`config.mk`:
```
export PLATFORM = sky130hd
export DESIGN_NAME = t03_mem_sequencer
export DESIGN_NICKNAME = d
export VERILOG_FILES = /design/src/rtl/t03_mem_sequencer.sv
export SDC_FILE = /design/constraint.sdc
export NUM_CORES = 1
export LEC_CHECK = 0
export BUFFER_PORTS_ARGS = -buffer_cell sky130_fd_sc_hd__buf_2
export CORE_ASPECT_RATIO = 1.25
export CORE_MARGIN = 5
export CORE_UTILIZATION = 49
export CTS_BUF_LIST = sky130_fd_sc_hd__clkbuf_8 sky130_fd_sc_hd__clkbuf_16
export DETAILED_ROUTE_END_ITERATION = 8
export PLACE_DENSITY = 0.79
export SYNTH_ARGS = -nofsm -noshare
export SYNTH_HDL_FRONTEND = slang
export SYNTH_SLANG_ARGS = --single-unit
```
`constraint.sdc`:
```
create_clock -name clk_i -period 2.5 [get_ports clk_i]
set_input_delay 0 -clock clk_i [delete_from_list [all_inputs] [get_ports clk_i]]
set_output_delay 0 -clock clk_i [all_outputs]
set_load 0.1 [all_outputs]
```
`src/rtl/t03_mem_sequencer.sv`:
```
// Shares one memory bus port between instruction fetch and data load/store.
// Zero-wait bus: 3 cycles per plain instruction, 5 per load/store; bus_busy stalls wait states.
module t03_mem_sequencer #(
   parameter int ADDR_W      = 32,
   parameter int DATA_W      = 32,
   parameter int TIMEOUT_CYC = 255
) (
   input  logic              clk_i,
   input  logic              nrst_i,
   input  logic [ADDR_W-1:0] instr_addr_i,
   input  logic              data_read_i,
   input  logic              data_write_i,
   input  logic [ADDR_W-1:0] data_addr_i,
   input  logic [DATA_W-1:0] data_wdata_i,
   input  logic [3:0]        data_sel_i,
   input  logic              bus_busy_i,
   input  logic [DATA_W-1:0] bus_rdata_i,
   output logic              bus_read_o,
   output logic              bus_write_o,
   output logic [ADDR_W-1:0] bus_addr_o,
   output logic [DATA_W-1:0] bus_wdata_o,
   output logic [3:0]        bus_sel_o,
   output logic              freeze_instr_o,
   output logic              pc_en_o,
   output logic [DATA_W-1:0] data_rdata_o,
   output logic              data_done_o,
   output logic              mem_error_o
);

   typedef enum logic [2:0] {
      S_FETCH, S_F_WAIT, S_EXEC, S_DATA, S_D_WAIT, S_HALT
   } state_t;

   localparam logic [7:0] CNT_LAST = 8'(TIMEOUT_CYC - 1);

   state_t            state_q, state_d;
   logic [7:0]        cnt_q, cnt_d;
   logic              wr_q, wr_d;
   logic [ADDR_W-1:0] addr_q, addr_d;
   logic [DATA_W-1:0] wdata_q, wdata_d;
   logic [3:0]        sel_q, sel_d;
   logic [DATA_W-1:0] rdata_q, rdata_d;
   logic              err_q, err_d;

   logic              rd_c, wr_c, frz_c, pc_c, done_c;
   logic [ADDR_W-1:0] addr_c;
   logic [DATA_W-1:0] wdata_c;
   logic [3:0]        sel_c;
   logic              timeout;

   assign timeout = bus_busy_i && (cnt_q == CNT_LAST);

   always_ff @(posedge clk_i or negedge nrst_i) begin
      if (!nrst_i) begin
         state_q <= S_FETCH;
         cnt_q   <= '0;
         wr_q    <= 1'b0;
         addr_q  <= '0;
         wdata_q <= '0;
         sel_q   <= '0;
         rdata_q <= '0;
         err_q   <= 1'b0;
      end else begin
         state_q <= state_d;
         cnt_q   <= cnt_d;
         wr_q    <= wr_d;
         addr_q  <= addr_d;
         wdata_q <= wdata_d;
         sel_q   <= sel_d;
         rdata_q <= rdata_d;
         err_q   <= err_d;
      end
   end

   always_comb begin
      state_d = state_q;
      cnt_d   = cnt_q;
      wr_d    = wr_q;
      addr_d  = addr_q;
      wdata_d = wdata_q;
      sel_d   = sel_q;
      rdata_d = rdata_q;
      err_d   = err_q;
      rd_c    = 1'b0;
      wr_c    = 1'b0;
      frz_c   = 1'b1;
      pc_c    = 1'b0;
      done_c  = 1'b0;
      addr_c  = '0;
      wdata_c = '0;
      sel_c   = '0;

      case (state_q)
         S_FETCH: begin
            rd_c    = 1'b1;
            addr_c  = instr_addr_i;
            sel_c   = 4'hF;
            cnt_d   = '0;
            state_d = S_F_WAIT;
         end
         S_F_WAIT: begin
            addr_c = instr_addr_i;
            sel_c  = 4'hF;
            if (!bus_busy_i) begin
               // Open the instruction holder for exactly the cycle the fetch data is valid.
               frz_c   = 1'b0;
               state_d = S_EXEC;
            end else if (timeout) begin
               err_d   = 1'b1;
               state_d = S_HALT;
            end else begin
               cnt_d = cnt_q + 8'd1;
            end
         end
         S_EXEC: begin
            if (data_write_i) begin
               wr_d    = 1'b1;
               state_d = S_DATA;
            end else if (data_read_i) begin
               wr_d    = 1'b0;
               state_d = S_DATA;
            end else begin
               pc_c    = 1'b1;
               state_d = S_FETCH;
            end
         end
         S_DATA: begin
            rd_c    = !wr_q;
            wr_c    = wr_q;
            addr_c  = data_addr_i;
            wdata_c = data_wdata_i;
            sel_c   = data_sel_i;
            addr_d  = data_addr_i;
            wdata_d = data_wdata_i;
            sel_d   = data_sel_i;
            cnt_d   = '0;
            state_d = S_D_WAIT;
         end
         S_D_WAIT: begin
            addr_c  = addr_q;
            wdata_c = wdata_q;
            sel_c   = sel_q;
            if (!bus_busy_i) begin
               done_c  = 1'b1;
               pc_c    = 1'b1;
               if (!wr_q) rdata_d = bus_rdata_i;
               state_d = S_FETCH;
            end else if (timeout) begin
               err_d   = 1'b1;
               state_d = S_HALT;
            end else begin
               cnt_d = cnt_q + 8'd1;
            end
         end
         S_HALT: begin
            state_d = S_HALT;
         end
         default: begin
            state_d = S_FETCH;
         end
      endcase
   end

   // While reset is held the decoded outputs are forced to their idle values.
   assign bus_read_o     = nrst_i & rd_c;
   assign bus_write_o    = nrst_i & wr_c;
   assign bus_addr_o     = nrst_i ? addr_c : '0;
   assign bus_wdata_o    = nrst_i ? wdata_c : '0;
   assign bus_sel_o      = nrst_i ? sel_c : '0;
   assign freeze_instr_o = ~nrst_i | frz_c;
   assign pc_en_o        = nrst_i & pc_c;
   assign data_done_o    = nrst_i & done_c;
   assign data_rdata_o   = rdata_q;
   assign mem_error_o    = err_q;

endmodule
```
### Word level (Yosys, flattened, before mapping)

Index checks and enable logic that the tools add are counted.

| word-level totals | value |
|---|---|
| flip-flop bits (word level) | 113 |
| bits in latches | 0 |
| bits in writable memories | 0 |
| ROM bits | 0 |
| input bits | 137 |
| logic and storage cells | 63 |
| memories kept | 0 |

| operators by class | value |
|---|---|
| add/subtract/negate cells | 1 |
| $mul | 0 |
| div/mod/pow operators | 0 |
| order comparisons | 0 |
| eq/ne operators | 8 |
| shift-type cells | 0 |
| mux-type cells | 26 |
| bitwise operators | 8 |
| reductions and logical operators | 12 |

Operators with widths:

| kind | count |
|---|---|
| $pmux 32 s3 | 1 |
| $mux 32 | 2 |
| $pmux 32 s2 | 1 |
| $pmux 3 s6 | 1 |
| $mux 8 | 2 |
| $pmux 8 s2 | 1 |
| $pmux 4 s3 | 1 |
| $mux 1 | 9 |
| $mux 3 | 3 |
| $reduce_and 3->1 | 3 |
| $add 8x1->8 const B | 1 |
| $eq 8x8->1 const B | 1 |
| $eq 3x2->1 const B | 2 |
| $eq 3x3->1 const B | 2 |
| $reduce_or 2->1 | 3 |
| $and 1x1->1 | 4 |
| $mux 2 | 2 |
| $mux 4 | 1 |
| $pmux 1 s2 | 2 |
| $reduce_bool 2->1 | 2 |
| $eq 3x1->1 const B | 1 |
| $logic_not 3->1 | 1 |
| $not 1->1 | 3 |
| $ne 2x1->1 const B | 1 |
| 5 further kinds | 5 |

### Depth between registers and ports, before layout

| depth | value |
|---|---|
| depth after elaboration | 5 |
| gate-level depth with buffers | 9 |
| gate-level depth less buffers | 6 |

### Worst setup path after synthesis

OpenSTA, ideal clock, no wires.

| timing | value |
|---|---|
| path type | flip-flop to output port |
| from | reg state_q[0] |
| to | out bus_wdata_o[10] |
| data arrival time | 3519 ps |
| required time | 2500 ps |
| setup slack | -1019 ps |
| stages on the path, launching flop included | 9 |
| path through | dfrtp_1 > buf_2 > nor2b_1 > buf_2 > nor2b_1 > buf_2 > clkbuf_1 > nand2_1 > a21boi_0 |

| on the way | value |
|---|---|
| word-level cells in the longest chain between the ends | 3 |

Ends and longest elaborated chain:

| item | RTL line | source |
|---|---|---|
| start: declaration | 36 | `state_t state_q, state_d;` |
| start signal: assignment | 64 | `state_q <= state_d;` |
| $eq 3x3->1 or $eq 3x2->1 (tied branches) | 93 | `case (state_q)` |
| $pmux 32 s2 * | 93 |  |
| $mux 32 * | 168 | `assign bus_wdata_o = nrst_i ? wdata_c : '0;` |
| end: declaration | 21 | `output logic [DATA_W-1:0] bus_wdata_o,` |

Every way passes the cells marked *; elsewhere a longest branch is shown, timed or not.

### Worst setup path after layout

| timing | value |
|---|---|
| from | reg state_q[0] |
| to | out bus_wdata_o[21] |

The elaborated chain is that of the path after synthesis.

==> summary.txt <==
Run status
  – Status: complete, no violations

Global routing
  – Largest net degree at the start of global routing: 97
  – Initial antenna violation count: 0
  – Vias in the first global route: 6897
  – GRT overflow: 0
  – First-pass GRT wire length: 35200 um
  – Gr usage total: 31.5%

STA
  – RSZ-0062 raised after global routing: false
  – Hold WS: 109 ps
  – Worst Skew: 15.5 ps
  – Fin crit share: 96.8%
  – Setup TNS: 0 ps
  – FMAX: 413 MHz
  – Rel. slew slack: 52.4%
  – Minimum clock period: 2420 ps
  – Final Hold Viols: 0
  – Worst Max-Slew Pin Slew: 715 ps
  – Final Setup Violations: 0
  – Slew Viols, Final: 0

Run
  – MaxCap Viol Count: 0

Power
  – Power Dens Cells: 1510 mW/mm2
  – Max VDD drop: 822 uV
  – Pleak: 4.75 nW
  – Total power: 15.2 mW

Floorplanning
  – Die height: 132 um
  – Die Area: 0.0142 mm2
  – IO Pins: 243
  – Die X: 108 um
  – Core area: 0.0117 mm2
  – Num rows: 44
  – Starting Density: 50.1%

Synth
  – Post-synthesis sequential area ratio: 48.4%
  – Top_reg_cell synth: dfrtp_1
  – YS warnings: 0
  – Yosys cell types: 45
  – #FFs+latches synth: 113
  – Number of flops mapped to enable cells by yosys: 0
  – Async SR Flop Fraction: 100%
  – Post-Syn Instances: 683
  – Syn Nets: 822
  – Average cell area after synthesis: 8.56 um2
  – Synthesized area: 0.00585 mm2

Critical path
  – CP required: 2500 ps
  – Crit path launch type: flop
  – Crit Path Category: reg2out
  – Critical-path maximum fanout: 33
  – Crit. End Element: primary output
  – Critical Path AT: 2420 ps

Clocking
  – Clock Latency Late Sink: 410 ps
  – Post-CTS setup buffers: 0
  – Longest Clk Path Bufs: 2
  – Clock transition at path regs: 50 ps
  – H-tree depth reported by CTS: 4
  – Clock sinks: 113
  – Clock root cell: clkbuf_16
  – CTS tree: done
  – CTS Buf Count: 17

Drt
  – Drt pass-1 iters: 5
  – Initial drt markers: 380
  – DR vias: 6523
  – Wire per inst: 18.6 um
  – Routed Antenna Nets: 0
  – Total wire length: 22100 um
  – Post-route DRC: 0
  – Via-per-instance ratio: 5.48

Layout
  – Final cell count without fillers: 1190
  – Layout area overhead: 72.9%
  – Layout cells sized above 1: 41.0%
  – ANT cells: 0
  – Fin nets: 1155

Place
  – Total placed cells including tap cells: 1054
  – Global placer's final weighted congestion: 0.830
  – Port bufs: 242
  – DP Wirelength: 12400 um

Min path
  – Worst min path class: in2reg
-- repair_timing --
item / in CTS / in global routing
endpoints found under the hold margin: 154 / 0
resized for setup: 0 / 5
hold buffers: 104 / 0
endpoints found under the setup margin: 0 / 63
-- metal layers --
| layer | share of wire [%] | wire (um) | vias up | GRT usage [%] |
|---|---|---|---|---|
| met3 | 7.3 | 1630 | 113 | 8.77 |
| li1 | - | - | 2911 | - |
| met2 | 53 | 11600 | 366 | 55.0 |
| met5 | 0 | 0 | - | 0 |
| met1 | 34 | 7540 | 3133 | 33.0 |
| met4 | 6.1 | 1340 | 0 | 18.8 |
-- kinds of logic (layout without fill, tap and decap cells) --
logic type | Yosys count | count (layout) | share of synthesized area, %
and+or+nand+nor | 352 | 352 | 27.2
AOI/OAI and AO/OA | 129 | 129 | 13.2
DFF | 113 | 113 | 48.4
buffers and inverters | 51 | 397 | 4.00
muxes | 34 | 34 | 6.51
adders and majority gates | 2 | 2 | 0.428
xor gates and xnor gates | 2 | 2 | 0.300
-- sequential cells by signal, summed over array words and instances, names as in the netlist --
name / count
addr_q: 32
cnt_q: 8
data_rdata_o: 32
mem_error_o: 1
sel_q: 4
state_q: 3
wdata_q: 32
wr_q: 1
-- report_power, final --
part / internal, mW / switching [mW] / leakage [nW] / total, mW
Combinational: 2.69 / 6.64 / 3.06 / 9.33
Clock: 1.69 / 0.872 / 0.299 / 2.56
Sequential: 2.71 / 0.622 / 1.39 / 3.33
Total: 7.09 / 8.13 / 4.75 / 15.2
-- final cells by class --
type,instances,area [um2]
timing repair buffer,362,3400
multi-input combinational,519,3040
sequential,113,2830
clock inverter,14,190
fill,577,1570
tap,161,201
inverter,3,11.3
clock buffer,18,439
-- stage by stage --
stage | util [%] | area, um2 | setup WS [ps]
2_1_floorplan | - | 6090 | -283
3_3_place_gp | 72.1 | 8420 | 557
3_5_place_dp | 72.1 | 8420 | 517
4_1_cts | 86.5 | 10100 | 80.7
5_1_grt | 86.6 | 10100 | 7.57
6_report | 86.6 | 10100 | 79.8
-- final timing paths --
kind | slack (ps) | end | cells after the start | startpoint
min | 110 | state_q[0] | 4 | data_read_i
max | 80 | bus_wdata_o[21] | 6 | state_q[0]
max in group asynchronous | 1370 | data_rdata_o[9] | 3 | nrst_i
min in group asynchronous | 220 | wdata_q[20] | 2 | nrst_i
max reg2reg | 330 | data_rdata_o[12] | 5 | state_q[0]
min reg2reg | 480 | addr_q[26] | 2 | addr_q[26]
-- worst max-delay path, cell delays in order, from the launching register on --
cell and delay, ps:
dfrtp_1 530, nor2b_2 260, nor2b_2 240, buf_4 380, nand2_1 150, a21boi_2 250
buf_12 210
-- cells in the final DEF, fill, tap and decap left out, types with 5 or more instances in the layout --
cell type / netlist / layout
buf_12: 0 / 67
nand3_1: 6 / 6
a21oi_2: 0 / 32
clkbuf_16: 0 / 17
buf_2: 12 / 174
nor2_1: 7 / 7
mux2_1: 5 / 5
nand2_1: 246 / 244
buf_4: 1 / 13
dlygate4sd3_1: 0 / 104
or2_2: 33 / 33
nor2b_1: 39 / 37
dfrtp_1: 113 / 111
a21oi_1: 77 / 45
mux2_2: 27 / 27
a21boi_2: 0 / 31
nand2b_1: 5 / 5
-- cells in the mapped netlist, drive strengths merged (2+ instances only) --
| cell type | number | area share, % |
|---|---|---|
| nand2b | 5 | 0.54 |
| nand2 | 246 | 16 |
| mux2i | 2 | 0.34 |
| dfrtp | 113 | 48 |
| inv | 3 | 0.19 |
| nor2b | 39 | 4.2 |
| mux2 | 32 | 6.2 |
| or3 | 3 | 0.32 |
| and4 | 2 | 0.30 |
| a21oi | 77 | 6.6 |
| clkbuf | 31 | 2.0 |
| nor3b | 3 | 0.58 |
| and3 | 3 | 0.32 |
| a31oi | 3 | 0.32 |
| or2 | 33 | 3.5 |
| buf | 17 | 1.8 |
| a21boi | 32 | 4.1 |
| o221ai | 2 | 0.30 |
| and3b | 2 | 0.30 |
| nor2 | 7 | 0.45 |
| nand3 | 6 | 0.51 |
| a41oi | 2 | 0.30 |
| ha | 2 | 0.43 |
| o21ai | 4 | 0.34 |
Note: power is estimated with default switching activity, not from simulation.
